File: src/rtl/acorn_pkg.sv
// Shared ACORN-128 constants, FSM type and the round primitives (LFSR mix,
// keystream generator, feedback, full StateUpdate128) used by every stage.
package acorn_pkg;

  localparam int unsigned ACORN_STATE_W   = 293;
  localparam int unsigned ACORN_TAG_W     = 128;
  localparam int unsigned ACORN_FIN_STEPS = 768;
  localparam int unsigned ACORN_CNT_W     = 10;
  localparam int unsigned ACORN_TAG_IDX_W = 7;

  // LFSR boundary taps shared with the init and encryption stages
  localparam int unsigned TAP_0   = 0;
  localparam int unsigned TAP_107 = 107;
  localparam int unsigned TAP_154 = 154;
  localparam int unsigned TAP_193 = 193;
  localparam int unsigned TAP_230 = 230;
  localparam int unsigned TAP_244 = 244;
  localparam int unsigned TAP_292 = 292;

  typedef enum logic [1:0] {
    IDLE = 2'd0,
    RUN  = 2'd1,
    DONE = 2'd2
  } acorn_fsm_e;

  function automatic logic acorn_maj(input logic a, input logic b, input logic c);
    return (a & b) ^ (a & c) ^ (b & c);
  endfunction

  function automatic logic acorn_ch(input logic x, input logic y, input logic z);
    return (x & y) ^ (~x & z);
  endfunction

  // Six LFSR boundary updates; every right-hand side uses the pre-step value.
  function automatic logic [ACORN_STATE_W-1:0] acorn_lfsr_mix(
    input logic [ACORN_STATE_W-1:0] s
  );
    logic [ACORN_STATE_W-1:0] t;
    t          = s;
    t[289]     = s[289]     ^ s[235] ^ s[TAP_230];
    t[TAP_230] = s[TAP_230] ^ s[196] ^ s[TAP_193];
    t[TAP_193] = s[TAP_193] ^ s[160] ^ s[TAP_154];
    t[TAP_154] = s[TAP_154] ^ s[111] ^ s[TAP_107];
    t[TAP_107] = s[TAP_107] ^ s[66]  ^ s[61];
    t[61]      = s[61]      ^ s[23]  ^ s[TAP_0];
    return t;
  endfunction

  function automatic logic acorn_ksg128(input logic [ACORN_STATE_W-1:0] t);
    return t[12] ^ t[TAP_154] ^ acorn_maj(t[235], t[61], t[TAP_193])
         ^ acorn_ch(t[TAP_230], t[111], t[66]);
  endfunction

  function automatic logic acorn_fbk128(
    input logic [ACORN_STATE_W-1:0] t,
    input logic ks,
    input logic ca,
    input logic cb
  );
    return t[TAP_0] ^ ~t[TAP_107] ^ acorn_maj(t[TAP_244], t[23], t[160])
         ^ (ca & t[196]) ^ (cb & ks);
  endfunction

  function automatic logic [ACORN_STATE_W-1:0] acorn_state_update128(
    input logic [ACORN_STATE_W-1:0] s,
    input logic m,
    input logic ca,
    input logic cb
  );
    logic [ACORN_STATE_W-1:0] t;
    logic ks;
    logic f;
    t  = acorn_lfsr_mix(s);
    ks = acorn_ksg128(t);
    f  = acorn_fbk128(t, ks, ca, cb);
    return {f ^ m, t[TAP_292:1]};
  endfunction

endpackage

File: src/rtl/acorn_tag_ctrl.sv
// Finalization sequencer: IDLE/RUN/DONE FSM plus the 10-bit step counter.
module acorn_tag_ctrl
  import acorn_pkg::*;
(
  input  logic                   clk,
  input  logic                   rst,
  input  logic                   i_start,
  output logic                   o_busy,
  output logic                   o_done,
  output logic                   o_load_c,
  output logic [ACORN_CNT_W-1:0] o_count
);

  localparam logic [ACORN_CNT_W-1:0] LAST_STEP = ACORN_CNT_W'(ACORN_FIN_STEPS - 1);

  acorn_fsm_e             r_state;
  acorn_fsm_e             w_state_nxt;
  logic [ACORN_CNT_W-1:0] r_count;
  logic [ACORN_CNT_W-1:0] w_count_nxt;
  logic                   r_busy;
  logic                   w_busy_nxt;
  logic                   r_done;
  logic                   w_done_nxt;
  logic                   w_load;

  always_ff @(posedge clk or negedge rst) begin
    if (!rst) begin
      r_state <= IDLE;
      r_count <= '0;
      r_busy  <= 1'b0;
      r_done  <= 1'b0;
    end else begin
      r_state <= w_state_nxt;
      r_count <= w_count_nxt;
      r_busy  <= w_busy_nxt;
      r_done  <= w_done_nxt;
    end
  end

  // busy/done are registered images of the next state, so they track RUN/DONE exactly
  always_comb begin
    w_state_nxt = r_state;
    w_count_nxt = r_count;
    w_busy_nxt  = 1'b0;
    w_done_nxt  = 1'b0;
    w_load      = 1'b0;
    case (r_state)
      IDLE: begin
        if (i_start) begin
          w_state_nxt = RUN;
          w_count_nxt = '0;
          w_busy_nxt  = 1'b1;
          w_load      = 1'b1;
        end
      end
      RUN: begin
        w_count_nxt = r_count + ACORN_CNT_W'(1);
        if (r_count == LAST_STEP) begin
          w_state_nxt = DONE;
          w_done_nxt  = 1'b1;
        end else begin
          w_busy_nxt  = 1'b1;
        end
      end
      DONE: begin
        w_state_nxt = IDLE;
      end
      default: begin
        w_state_nxt = IDLE;
      end
    endcase
  end

  assign o_busy   = r_busy;
  assign o_done   = r_done;
  assign o_load_c = w_load;
  assign o_count  = r_count;

endmodule

File: src/rtl/acorn_tag_gen.sv
// ACORN-128 finalization: 768 StateUpdate128 steps (m=0, ca=cb=1), last 128
// keystream bits form the tag. Optional tag compare under ACORN_TAG_CHECK_EN.
module acorn_tag_gen
  import acorn_pkg::*;
(
  input  logic                     clk,
  input  logic                     rst,
  input  logic                     start,
  input  logic [ACORN_STATE_W-1:0] state_in,
  output logic                     busy,
  output logic                     done,
  output logic [ACORN_TAG_W-1:0]   tag_out
`ifdef ACORN_TAG_CHECK_EN
  ,
  input  logic [ACORN_TAG_W-1:0]   tag_ref,
  output logic                     tag_ok
`endif
);

  localparam logic [ACORN_CNT_W-1:0] TAG_START = ACORN_CNT_W'(ACORN_FIN_STEPS - ACORN_TAG_W);

  logic [ACORN_STATE_W-1:0]   r_state;
  logic [ACORN_TAG_W-1:0]     r_tag;
  logic [ACORN_STATE_W-1:0]   w_state_nxt;
  logic                       w_ks;
  logic                       w_load;
  logic [ACORN_CNT_W-1:0]     w_count;
  logic [ACORN_TAG_IDX_W-1:0] w_tag_idx;

  acorn_tag_ctrl u_ctrl (
    .clk      (clk),
    .rst      (rst),
    .i_start  (start),
    .o_busy   (busy),
    .o_done   (done),
    .o_load_c (w_load),
    .o_count  (w_count)
  );

  assign w_ks        = acorn_ksg128(acorn_lfsr_mix(r_state));
  assign w_state_nxt = acorn_state_update128(r_state, 1'b0, 1'b1, 1'b1);
  assign w_tag_idx   = ACORN_TAG_IDX_W'(w_count - TAG_START);

  // busy is high exactly in RUN, so it doubles as the step enable
  always_ff @(posedge clk or negedge rst) begin
    if (!rst) begin
      r_state <= '0;
      r_tag   <= '0;
    end else if (w_load) begin
      r_state <= state_in;
      r_tag   <= '0;
    end else if (busy) begin
      r_state <= w_state_nxt;
      if (w_count >= TAG_START) begin
        r_tag[w_tag_idx] <= w_ks;
      end
    end
  end

  assign tag_out = r_tag;

`ifdef ACORN_TAG_CHECK_EN
  logic r_tag_ok;

  always_ff @(posedge clk or negedge rst) begin
    if (!rst) begin
      r_tag_ok <= 1'b0;
    end else if (w_load) begin
      r_tag_ok <= 1'b0;
    end else if (done) begin
      r_tag_ok <= (r_tag == tag_ref);
    end
  end

  assign tag_ok = r_tag_ok;
`endif

endmodule
File: config.mk
export PLATFORM = sky130hd
export DESIGN_NAME = acorn_tag_gen
export DESIGN_NICKNAME = d
export VERILOG_FILES = /design/src/rtl/acorn_pkg.sv /design/src/rtl/acorn_tag_ctrl.sv /design/src/rtl/acorn_tag_gen.sv
export SDC_FILE = /design/constraint.sdc
export NUM_CORES = 1
export LEC_CHECK = 0
export ABC_AREA = 1
export CAP_MARGIN = 5
export CORE_MARGIN = 2
export CORE_UTILIZATION = 25
export CTS_CLUSTER_SIZE = 14
export DETAILED_ROUTE_END_ITERATION = 10
export GPL_TIMING_DRIVEN = 0
export MAX_ROUTING_LAYER = met4
export PLACE_DENSITY = 0.57
export SLEW_MARGIN = 20
export SYNTH_ARGS = -nofsm -noshare
export SYNTH_HDL_FRONTEND = slang
export SYNTH_SLANG_ARGS = --single-unit
File: constraint.sdc
create_clock -name clk -period 2.3 [get_ports clk]
set_input_delay 0.23 -clock clk [delete_from_list [all_inputs] [get_ports clk]]
set_output_delay 0.23 -clock clk [all_outputs]
set_load 0.01 [all_outputs]
==> results of run 1 <==
==> layout make-up <==
cell class                 count  area [sq um]  area share [%]
sequential                   435         10890           38.14
multi-input combinational   1257          7238           25.36
timing repair buffer         442          4502           15.77
inverter                     507          1907           6.681
clock buffer                  78          1519           5.322
tap                         1070          1339           4.691
buffer                       133         830.8           2.911
clock inverter                16         256.5          0.8987
antenna                       25         62.56          0.2192
==> repair_timing <==
item	CTS	global route
setup endpoints to repair	398	69
pin swaps	3	1
hold buffers	1	0
buffers inserted	10	1
resized for setup	8	4
hold endpoints to repair	167	0
==> kinds of logic after synthesis <==
logic type / Yosys count
flip-flops: 435
XOR/XNOR: 7
adder cells (fa/ha/maj): 2
AND/OR/NAND/NOR: 707
AO/OA/AOI/OAI: 541
buffers and inverters: 641
==> layer usage <==
| layer | GRT usage [%] | part of all wire (%) |
|---|---|---|
| met3 | 4.530 | 8.3 |
| met5 | - | 0 |
| met2 | 27.60 | 47 |
| met1 | 21.43 | 43 |
| met4 | 3.852 | 1.9 |
==> flip-flops by register name (all words and copies together) (netlist names) <==
signal	flops
u_ctrl.o_count	10
u_ctrl.r_state	2
tag_out	128
u_ctrl.o_done	1
r_state	293
u_ctrl.o_busy	1
==> how the worst min path moves through the flow <==
| stage | end | depth (start not counted) |
|---|---|---|
| after detailed placement | tag_out[97] | 1 |
| final | tag_out[97] | 2 |
| after CTS | tag_out[97] | 2 |
| after global placement | r_state[182] | 2 |
| after global routing | tag_out[96] | 2 |
| after floorplan | r_state[0] | 0 |
==> report_power, final <==
group,total (mW),internal [mW],switching (mW)
logic,0.720,0.461,0.259
clock network,8.59,5.13,3.46
registers,7.65,7.65,0
total,17.0,13.2,3.72
==> layout by cell type (no fill, tap or decap), types with 3 or more instances in the layout <==
cell type	count
clkdlybuf4s50_1	424
xor2_1	5
nand2_4	7
a21oi_1	93
buf_2	42
nand4_1	7
buf_1	15
nand2_1	583
buf_4	16
o21ai_2	100
o211ai_1	68
clkbuf_8	12
buf_6	9
clkinv_2	5
nor4_4	6
clkinvlp_4	4
clkbuf_1	58
nand3_2	4
o221ai_1	191
diode_2	25
a21oi_2	40
clkbuf_2	5
nand3_1	51
inv_2	8
o21ai_1	21
buf_12	12
buf_16	5
nor2_1	27
o21ai_0	21
clkbuf_16	52
nor2_4	3
nand2_2	13
bufinv_16	5
dfrtp_1	435
inv_1	497
==> through the flow <==
stage / hold slack [ns] / cells / power (mW) / setup TNS [ns] / util, %
after floorplan: -0.06559 / 2333 / 7.795 / 0 / -
after global placement: 0.4618 / 3828 / 8.519 / -8855.68 / 32.14
after detailed placement: 0.1727 / 3833 / 8.531 / -380.04 / 32.31
after CTS: 0.1314 / 3937 / 17.23 / 0 / 34.61
after global routing: 0.1547 / 3958 / 17.56 / -0.003497 / 34.69
final: 0.1405 / 3963 / 16.97 / 0 / 34.70
==> worst max-delay path, delay by kind of cell, from the launching register on <==
kind	cells	cell delay, ns
flip-flops	1	0.39
buffers and inverters	3	0.68
AO/OA/AOI/OAI	3	0.60
AND/OR/NAND/NOR	2	0.43
==> flow_metrics.tcl, run 1 <==
set metrics [dict create \
    hpwlAfterDp_mm 53.98 \
    syn2layout_area_growth_pct 36.96 \
    ys_warn_count 0 \
    end_kind "register" \
    layout_setup_ws_ns 0.1186 \
    synth_mux_area_share_pct 0 \
    hold_viol 0 \
    leakage_nw 12.91 \
    drtIter0Drc 931 \
    min_period_ns 2.181 \
    peakVddDrop_v 0.0004598 \
    io_pins 426 \
    portBuffers 425 \
    initial_core_util_pct 25.34 \
    drive_gt1_share_pct 12.48 \
    reg2reg_to "tag_out[97]" \
    regToRegSetupSlack_ns 0.12 \
    cp_slowest_cell "dfrtp_1" \
    core_area_sq_mm 0.08224 \
    grt_pass1_vias 17870 \
    synth_xor_area_share_pct 0.2942 \
    synth-edff-count 0 \
    grt_usage_pct 17.10 \
    final.fill_count 8534 \
    crit_path_start "u_ctrl.o_busy" \
    clk_pin_slew_ns 0.06 \
    cts_tree "built" \
    clock_latency_ns 0.62 \
    synth-simple-area-share_pct 14.34 \
    dieArea_sq_mm 0.08568 \
    required_ns 2.84 \
    critPathCapture "tag_out[97]" \
    finalInstanceArea_sq_mm 0.02854 \
    status "completed" \
    relSlewSlack_pct 43.06 \
    firstDrtPassIters 5 \
    wl_per_cell_um 18.00 \
    h-tree-depth 2 \
    cts_sinks 435 \
    synth_fp_nets 2631 \
    synth-seq-cells 435 \
    wirelength_mm 71.33 \
    grt_pass1_wl_mm 108.8 \
    nNetsFinal 3125 \
    synthFlopType "dfrtp_1" \
    vias_per_cell 4.428 \
    max_freq_ghz 0.4584 \
    setup_violations 0 \
    critPathArrivalTime_ns 2.72 \
    skew_ns 0.03142 \
    synth-adder-area-share_pct 0.1201 \
    slew_violations 0 \
    cts_root_buf "clkbuf_16" \
    r2r_start "u_ctrl.o_busy" \
    maxCapViolations 0 \
    worstSetupPathType "register to register" \
    cts_buffers 51 \
    num_vias 17550 \
    antenna_found_initial 27 \
    gr-total-overflow 0 \
    netlist_area_sq_mm 0.02084 \
    die_y_um 292.7 \
    syn-instance-count 2333 \
    yosys-top-cells-area "dfrtp_1 52%, nand2_1 11%, inv_1 9.0%" \
    yosysMostFrequentCell "nand2_1" \
    dpl_cell_area_sq_mm 0.02657 \
    cp_max_fo 10 \
    ant_nets 0 \
    start_kind "register" \
    path_cells "buf_2 > o211ai_4 > nor4_4 > buf_4 > nand2_1 > a21oi_1 > o21ai_2 > inv_1" \
    synthTopCellsByCount "583 x nand2_1, 498 x inv_1, 435 x dfrtp_1, 191 x o221ai_1, 100 x o21ai_2" \
    cts_buffer_depth 3 \
    gp_congestion 0.8434 \
    pwr_density_cell_mw_per_mm2 594.5 \
    synth_compound_area_share_pct 19.93 \
    netlist-cell-type-count 39 \
    hold_class "input port to asynchronous set/reset pin" \
    yosys.area.top_type "dfrtp_1" \
    syn_avg_cell_area_sq_um 8.932 \
    pre_cts_ws_ns -1.275 \
    cpPeakStageDelay_ns 0.39 \
    reg2regPathDepth 8 \
    die_w_um 292.7 \
    drc 0 \
    post-route-period-util_pct 94.84 \
    grt_start_max_net_pins 93 \
    row_count 105 \
    synthArstFlopShare_pct 100.0 \
    synth_top_family_by_area "compound AO/OA/AOI/OAI gates" \
    netlist.area_leader.share_pct 52.24 \
    synth_seq_area_share_pct 52.24 \
    worstMarginPinSlew_ns 0.8510 \
]
Power figures use the tool's default switching activity.
==> inputs of run 2 (changes only) <==
SLEW_MARGIN = default   (was 20)
==> run 2 against run 1 <==
Sequential power about the same. Cell count about the same. Clock-buffer cell count fell by 3. Via count increased by 0.25%. Combinational power hardly changed.
==> flow_metrics.tcl, run 2 (synthesized netlist as in run 1, its figures left out) <==
set metrics [dict create \
    status "completed" \
    switchingPower_mw 3.757 \
    finalInstanceArea_sq_mm 0.02849 \
    layout_commonest_cell "nand2_1" \
    cp_top_family "buffers and inverters" \
    hold_class "input port to asynchronous set/reset pin" \
    clkPwrFrac_pct 50.2 \
    die_y_um 292.7 \
    row_count 105 \
    path_cells "inv_1 > nand2_1 > nor2_4 > buf_12 > clkbuf_2 > clkbuf_1 > nand2_1 > o221ai_1" \
    firstDrtPassIters 5 \
    combPwrFrac_pct 4.3 \
    fin_cells 3962 \
    slew_violations 0 \
    vias_per_cell 4.440 \
    drtIter0Drc 949 \
    relSlewSlack_pct 38.97 \
    pwr_density_cell_mw_per_mm2 589.5 \
    ant_nets 0 \
    grtUsageMet2_pct 27.49 \
    cp_max_fo 10 \
    hpwlAfterDp_mm 54.00 \
    cts_buffer_depth 3 \
    grt.met3_usage_pct 4.636 \
    cpPeakStageDelay_ns 0.57 \
    end_kind "register" \
    cp_slowest_cell "clkbuf_1" \
    antenna_found_initial 28 \
    core_area_sq_mm 0.08224 \
    io_pins 426 \
    grt_pass1_vias 17990 \
    drc 0 \
    peakVddDrop_v 0.0004826 \
    wirelength_mm 71.34 \
    max_freq_ghz 0.4709 \
    reg2regPathDepth 8 \
    dpl_cell_area_sq_mm 0.02655 \
    worstMarginPinSlew_ns 0.9120 \
    regToRegSetupSlack_ns 0.18 \
    skew_ns 0.04230 \
    reg2reg_to "r_state[284]" \
    grt_pass1_wl_mm 108.9 \
    grt.busiest_layer "met2" \
    p_int_mw 13.04 \
    wl_per_cell_um 18.01 \
    initial_core_util_pct 25.34 \
    rsz0062_at_grt "no" \
    maxCapViolations 0 \
    critPathArrivalTime_ns 2.65 \
    num_vias 17590 \
    cts_buffers 51 \
    clk_pin_slew_ns 0.06 \
    leakage_nw 12.90 \
    cts_root_buf "clkbuf_16" \
    start_kind "register" \
    hold_viol 0 \
    seqPwrFrac_pct 45.6 \
    crit_top_cell "nand2_1" \
    setup_violations 0 \
    total_power_mw 16.79 \
    syn2layout_area_growth_pct 36.70 \
    required_ns 2.82 \
    most-common-layout-cells "583 x nand2_1, 497 x inv_1, 435 x dfrtp_1, 424 x clkdlybuf4s50_1, 191 x o221ai_1" \
    switching_share_pct 22.37 \
    cp_num_buf_inv 4 \
    clock_latency_ns 0.63 \
    die_w_um 292.7 \
    r2r_start "u_ctrl.r_state[0]" \
    drive_gt1_share_pct 12.65 \
    regMostFlops "r_state" \
    post-route-period-util_pct 92.32 \
    grt_start_max_net_pins 111 \
    dieArea_sq_mm 0.08568 \
    h-tree-depth 2 \
    dpl.cell_count 3832 \
    cts_sinks 435 \
    gr-total-overflow 0 \
    portBuffers 425 \
    gp_congestion 0.8434 \
    grt_use_met1_pct 21.05 \
    cts_tree "built" \
    largest_reg_flops 293 \
    min_period_ns 2.123 \
    worstSetupPathType "register to register" \
    grt_usage_pct 17.10 \
    nNetsFinal 3125 \
]
[run 2: cell count changes in the layout (fill, tap and decap cells not counted), sizes merged]
cell,previous run,this run
bufinv,5,3
clkinvlp,4,2
clkbuf,128,125
diode,25,23
clkinv,8,16
[run 2: area by class of cell]
class / count / area [sq um]
sequential: 435 / 10890
inverter: 507 / 1907
multi-input combinational: 1257 / 7244
fill: 8578 / 53750
timing repair buffer: 442 / 4482
antenna: 23 / 57.56
clock inverter: 20 / 221.5
buffer: 133 / 833.3
tap: 1070 / 1339
clock buffer: 75 / 1518
[run 2: how the worst max path moves through the flow]
stage | start | to | slack (ns) | depth (start not counted)
6_report | u_ctrl.r_state[0] | r_state[284] | 0.18 | 8
4_1_cts | u_ctrl.r_state[0] | r_state[196] | 0.02 | 10
2_1_floorplan | u_ctrl.o_busy | tag_out[83] | 0.65 | 8
3_3_place_gp | rst | r_state[86] | -19.62 | 1
5_1_grt | u_ctrl.r_state[0] | r_state[232] | 0.03 | 9
3_5_place_dp | start | r_state[188] | -1.26 | 7
[run 2: metrics by stage]
stage | setup slack, ns | utilization, % | hold WS [ns] | setup TNS, ns
finish | 0.1766 | 34.64 | 0.1010 | 0
global route | 0.03472 | 34.63 | 0.1153 | 0
CTS | 0.01787 | 34.54 | 0.08293 | 0
detailed placement | -1.260 | 32.28 | 0.1319 | -380.24
global placement | -19.62 | 32.14 | 0.4618 | -8855.68
floorplan | 0.6466 | - | -0.06559 | 0
[run 2: layer usage]
metal	vias to the layer above	share of wire, %
met5	-	0
met4	0	2.8
met3	120	7.6
met2	499	47
met1	8345	43
li1	8628	-
[run 2: power groups by stage]
stage | logic (mW) | registers, mW | clock network [mW]
global route | 0.781 | 7.65 | 8.90
detailed placement | 0.734 | 7.79 | 0
finish | 0.717 | 7.65 | 8.42
CTS | 0.739 | 7.65 | 8.64
global placement | 0.709 | 7.81 | 0
floorplan | 0.0000210 | 7.80 | 0
[run 2: repair_timing]
| action | in CTS | in global routing |
|---|---|---|
| setup buffers | 11 | 1 |
| endpoints found under the setup margin | 398 | 81 |
| gates resized for setup | 7 | 9 |
| hold endpoints to repair | 245 | 0 |
| hold buffers | 1 | 0 |
| pin swaps | 6 | 0 |
